[src/rtl/out_signature_monitor.sv]
// rtl/out_signature_monitor.sv - MISR signature monitor for a wide DUT output bus
//
// Purpose:
//   Folds qualified samples of a wide observed bus into a 32-bit MISR over a
//   window of WINDOW samples. The finished signature is offered on a
//   valid/ready port, so two runs can be compared one word per window.
//
// Ports:
//   clk        in   single clock, rising edge
//   rst        in   asynchronous active-high reset
//   start      in   pulse that begins a window (honoured only in IDLE)
//   sample_en  in   qualifies data_in this cycle (folded only in ACCUM)
//   data_in    in   observed bus, OUT_W bits
//   sig_ready  in   consumer accepts the signature
//   sig_valid  out  signature available (state HOLD)
//   sig_data   out  MISR signature
//   sig_count  out  samples folded in the current or held window
//   sig_cycles out  clocks spent in ACCUM, saturating
//   busy       out  state is not IDLE
//   overrun    out  sticky, sample_en seen while in HOLD

module out_signature_monitor #(
   parameter int          OUT_W  = 159,
   parameter int          WINDOW = 150,
   parameter logic [31:0] SEED   = 32'hFFFF_FFFF,
   parameter logic [31:0] POLY   = 32'h04C1_1DB7
) (
   input  logic             clk,
   input  logic             rst,
   input  logic             start,
   input  logic             sample_en,
   input  logic [OUT_W-1:0] data_in,
   input  logic             sig_ready,
   output logic             sig_valid,
   output logic [31:0]      sig_data,
   output logic [15:0]      sig_count,
   output logic [15:0]      sig_cycles,
   output logic             busy,
   output logic             overrun
);

   localparam int          K   = (OUT_W + 31) / 32;
   localparam logic [15:0] WIN = 16'(WINDOW);

   typedef enum logic [1:0] {
      ST_IDLE  = 2'd0,
      ST_ACCUM = 2'd1,
      ST_HOLD  = 2'd2
   } state_t;

   state_t      state_q, state_d;
   logic [31:0] sig_q, sig_d;
   logic [15:0] count_q, count_d;
   logic [15:0] cycles_q, cycles_d;
   logic        overrun_q, overrun_d;

   logic [K*32-1:0] padded;
   logic [31:0]     fold;
   logic [31:0]     sig_next;

   // Zero-extend the bus to whole 32-bit slices, then XOR the slices together.
   always_comb begin
      padded              = '0;
      padded[OUT_W-1:0]   = data_in;
      fold                = '0;
      for (int k = 0; k < K; k++) begin
         fold = fold ^ padded[32*k +: 32];
      end
   end

   assign sig_next = {sig_q[30:0], 1'b0} ^ (sig_q[31] ? POLY : 32'h0) ^ fold;

   always_comb begin
      state_d   = state_q;
      sig_d     = sig_q;
      count_d   = count_q;
      cycles_d  = cycles_q;
      overrun_d = overrun_q;
      case (state_q)
         ST_IDLE: begin
            if (start) begin
               sig_d     = SEED;
               count_d   = 16'd0;
               cycles_d  = 16'd0;
               overrun_d = 1'b0;
               state_d   = ST_ACCUM;
            end
         end
         ST_ACCUM: begin
            // The edge that enters HOLD is itself an ACCUM clock and is counted.
            if (cycles_q != 16'hFFFF) begin
               cycles_d = cycles_q + 16'd1;
            end
            if (sample_en) begin
               sig_d   = sig_next;
               count_d = count_q + 16'd1;
               if (count_q + 16'd1 == WIN) begin
                  state_d = ST_HOLD;
               end
            end
         end
         ST_HOLD: begin
            // Samples arriving while the signature is unclaimed are lost; flag it.
            if (sample_en) begin
               overrun_d = 1'b1;
            end
            if (sig_ready) begin
               state_d = ST_IDLE;
            end
         end
         default: begin
            state_d = ST_IDLE;
         end
      endcase
   end

   always_ff @(posedge clk or posedge rst) begin
      if (rst) begin
         state_q   <= ST_IDLE;
         sig_q     <= SEED;
         count_q   <= 16'd0;
         cycles_q  <= 16'd0;
         overrun_q <= 1'b0;
      end else begin
         state_q   <= state_d;
         sig_q     <= sig_d;
         count_q   <= count_d;
         cycles_q  <= cycles_d;
         overrun_q <= overrun_d;
      end
   end

   assign sig_valid  = (state_q == ST_HOLD);
   assign busy       = (state_q != ST_IDLE);
   assign sig_data   = sig_q;
   assign sig_count  = count_q;
   assign sig_cycles = cycles_q;
   assign overrun    = overrun_q;

endmodule

[config.mk]
export PLATFORM = sky130hd
export DESIGN_NAME = out_signature_monitor
export DESIGN_NICKNAME = d
export VERILOG_FILES = /design/src/rtl/out_signature_monitor.sv
export SDC_FILE = /design/constraint.sdc
export NUM_CORES = 1
export LEC_CHECK = 0
export BUFFER_PORTS_ARGS = -buffer_cell sky130_fd_sc_hd__buf_2
export CAP_MARGIN = 20
export CORE_MARGIN = 2
export CORE_UTILIZATION = 40
export CTS_CLUSTER_DIAMETER = 60
export CTS_CLUSTER_SIZE = 24
export DETAILED_ROUTE_END_ITERATION = 8
export GPL_TIMING_DRIVEN = 0
export PLACE_DENSITY = 0.82
export SYNTH_ARGS = -nofsm -noshare
export SYNTH_HDL_FRONTEND = slang
export SYNTH_SLANG_ARGS = --single-unit
[constraint.sdc]
create_clock -name clk -period 5.2 [get_ports clk]
set_input_delay 1.04 -clock clk [delete_from_list [all_inputs] [get_ports clk]]
set_output_delay 1.04 -clock clk [all_outputs]
set_load 0.01 [all_outputs]
==> results.txt <==
- The most used flip-flop cell after synthesis is dfrtp_1.
- Total internal power: 1.879 mW
- For this design, the CTS-stage hold fixing added 0 buffers.
- In the finished design, the share of the clock period the worst path needs comes to 44.78%.
* Die area: 12700 µm²
- Worst Setup Slack post-DPL: 2.613 ns
* Setup total negative slack: 0 ns
- Relative contribution of combinational cells to total power: 43.4%
* Final routed wire length divided by cell count: 14.44 µm
* Detail-routed via count per cell: 4.992
- Cell taking the most area after synthesis: xnor2_1
- The completed layout was analyzed and its total power is 2.902 mW.
- Compared with the post-synthesis result, the final layout area differs by 35.73%.
* Power dissipated by switching net loads: 1.024 mW
- CTS built an H-tree with a depth of 3.
* Data arrival at the endpoint of the critical path: 1.29 ns
* Count of TritonRoute iterations in the first routing pass: 4
- The number of gates resized after CTS was 0.
- Maximum number of pins on one net before global-route repair: 39
* Max Slew Vio Count: 0
- Critical path required time: 4.16 ns
* Final setup violation count: 0
- The worst-case IR drop observed on VDD is 0.0003010 V.
- Global routing consumed, over all layers together, 20.22% of the routing resources.
- The detail route stage leaves a number of antenna-violating nets equal to 0.
- The tool flagged a number of max-cap violations equal to 0.
* Sequential element share of the synthesized area: 36.33%
- After layout, the minimum clock period comes to 2.329 ns.
* Highest fanout seen on the critical path: 9
- In this run the count of I/O pins placed on the die edge is 231.
- In the routed design, unresolved DRC markers number 0.
- Registers are responsible for 33.3% of the overall power.
* Reported leakage power: 2.842 nW
- The net count of the finished layout is 922.
- Largest cells by area after synthesis: xnor2_1, dfrtp_1, dfstp_2, xor2_1, a21oi_1
- Worst-margin pin slew: 0.7730 ns
- Synthesized area divided by synthesized cell count: 9.210 µm²
* Initial antenna violation count: 0
- The count of buffers added on input and output ports is 230.
* Clock Sinks: 67
- Post-CTS setup buffer count: 0
- In this run the tightest slew margin relative to its limit is 48.28%.
- Number of flops mapped to enable cells by yosys: 0
* Critical Path Source Type: flop
- STA classifies the critical path endpoint as an output pin.
- The final route contains 4508 vias.
- After floorplanning, the core was divided into 39 placement rows.
* Initial standard-cell utilization of the core: 41.20%
* Run status: completed
- Horizontal die dimension: 112.7 µm
- Root Buffer: clkbuf_16
- The clock network burns 23.4% of the power.
- Net switching is 35.26% of the power.
* Distinct cell type count after synthesis: 49
* Final wirelength: 13040 µm
* First-pass GRT wire length: 20590 µm
- Class of the most critical hold timing path: reg -> reg
* Synthesized netlist net count: 680
- The die is 112.7 µm tall.
* TritonCTS Buffers: 9
* Filler cell count in the final layout: 1042
- Clock skew on the completed layout was measured at 0.01008 ns.
- After clock tree synthesis, the clock-pin slew on the worst setup and hold paths is 0.06 ns.
* Vias in the first global route: 4495
- Once detailed placement completed, the half-perimeter wirelength came to 10470 µm.
* Share of final-layout standard cells stronger than drive strength 1: 39.21%
- The final hold violation count came to 0.
- Worst Hold Margin: 0.5145 ns
- TritonCTS clock tree: done
- Post-route worst setup slack: 2.872 ns
* Iteration-0 DRC count of the detailed router: 256
* Gate Count Post-Synth: 513
- Dividing total power by cell area gives a power density of 452.6 nW/µm².
- Area of the mapped netlist: 4725 µm²
- The Yosys step of the flow raised 0 warnings.
- Share of async-settable or async-resettable flops after synthesis: 100.0%
* Worst Setup Path Type: reg -> out
* Unrepaired setup endpoints after global routing: false
- Synth top area share: 30.40%
- Antenna diode instance count: 0
- Std-Cell Core Area: 11470 µm²
- At the later pin of the worst-skew pair, clock insertion delay measures 0.33 ns.
* Final estimated routing congestion in global placement: 0.8421
* Maximum root-to-sink buffer count: 2
* Total overflow reported by the global router: 0
* Register bit count reported by yosys: 67
- For this run, the top clock speed supported by timing is 0.4295 GHz.
-- final timing paths --
kind / from / endpoint / slack, ns / cells past startpoint
min in group asynchronous: rst / sig_count[2]$_DFFE_PP0P_ / 0.81 / 2
max in group asynchronous: rst / sig_data[28]$_DFFE_PP1P_ / 3.71 / 3
max reg2reg: sig_count[0]$_DFFE_PP0P_ / state_q[0]$_DFFE_PP0P_ / 2.90 / 6
min: sig_data[14]$_DFFE_PP1P_ / sig_data[14]$_DFFE_PP1P_ / 0.51 / 2
max: state_q[0]$_DFFE_PP0P_ / busy / 2.87 / 2
min reg2reg: sig_data[14]$_DFFE_PP1P_ / sig_data[14]$_DFFE_PP1P_ / 0.51 / 2
-- flip-flops by register name, summed over array words and instances (netlist names) --
name and cells:
sig_cycles 16, sig_count 16, state_q 2, overrun 1, sig_data 32
-- worst max-delay path: stages (launching register included) --
cell and delay [ns]:
dfrtp_1 0.46, or2_2 0.35, buf_2 0.15
-- kinds of logic after synthesis --
| logic type | after synthesis | share of synthesized area (%) |
|---|---|---|
| xor gates and xnor gates | 190 | 35.22 |
| and+or+nand+nor | 139 | 14.78 |
| AOI/OAI and AO/OA | 87 | 10.36 |
| DFF | 67 | 36.33 |
| buffers and inverters | 26 | 2.304 |
| adders and majority gates | 3 | 0.7946 |
| muxes | 1 | 0.2119 |
-- through the flow --
stage / instances / utilization [%] / instance area (µm²)
after floorplan: 513 / - / 4725
after global placement: 886 / 52.80 / 6055
after detailed placement: 887 / 52.97 / 6075
after CTS: 903 / 55.92 / 6412
after global routing: 903 / 55.92 / 6412
final: 903 / 55.92 / 6412
-- synthesized netlist by cell type (2+ instances only) --
cell type / n
nand3_1: 12
o211ai_1: 3
and3b_1: 2
o22ai_1: 2
and3_1: 5
and4_1: 2
nand2_1: 26
a21oi_1: 42
a22oi_1: 2
buf_1: 2
buf_2: 8
ha_1: 3
nor4b_1: 3
nor3_1: 8
nand4_2: 2
dfstp_2: 32
inv_1: 6
clkbuf_1: 9
a22o_1: 2
nor2b_1: 3
xor2_1: 26
o21ai_0: 25
nand4_1: 6
nor2_1: 54
xnor2_1: 164
o31ai_1: 3
dfrtp_1: 35
or2_2: 2
nor4_1: 4
-- power groups by stage --
stage	registers [mW]	logic (mW)	clock network, mW
2_1_floorplan	1.02	0.816	0
5_1_grt	0.992	1.39	0.720
4_1_cts	0.966	1.27	0.692
6_report	0.966	1.26	0.678
3_3_place_gp	0.962	1.23	0
3_5_place_dp	0.971	1.27	0
-- cells in the final DEF (no fill, tap or decap), types with 4 or more instances in the layout --
cell / Yosys / final
a21oi_1: 42 / 42
and3_1: 5 / 5
buf_2: 8 / 238
clkbuf_1: 9 / 9
clkbuf_16: 0 / 9
dfrtp_1: 35 / 35
dfstp_2: 32 / 32
inv_1: 6 / 5
nand2_1: 26 / 26
nand3_1: 12 / 12
nand4_1: 6 / 6
nor2_1: 54 / 54
nor3_1: 8 / 8
nor4_1: 4 / 4
o21ai_0: 25 / 25
xnor2_1: 164 / 164
xor2_1: 26 / 26
-- per-layer routing --
layer / global-route usage [%] / up-vias / share of wire [%]
li1: - / 2199 / -
met5: 0 / - / 0
met2: 36.13 / 187 / 52
met4: 6.423 / 0 / 0.91
met1: 23.74 / 2112 / 40
met3: 5.022 / 10 / 7.4
-- layout make-up --
cell class	count	area (µm²)	area share, %
timing repair buffer	231	1171	18.26
clock inverter	5	85.08	1.327
clock buffer	11	252.7	3.941
buffer	20	86.33	1.346
inverter	6	22.52	0.3512
multi-input combinational	420	2899	45.21
tap	143	178.9	2.790
sequential	67	1717	26.77
Power figures use the tool's default switching activity.
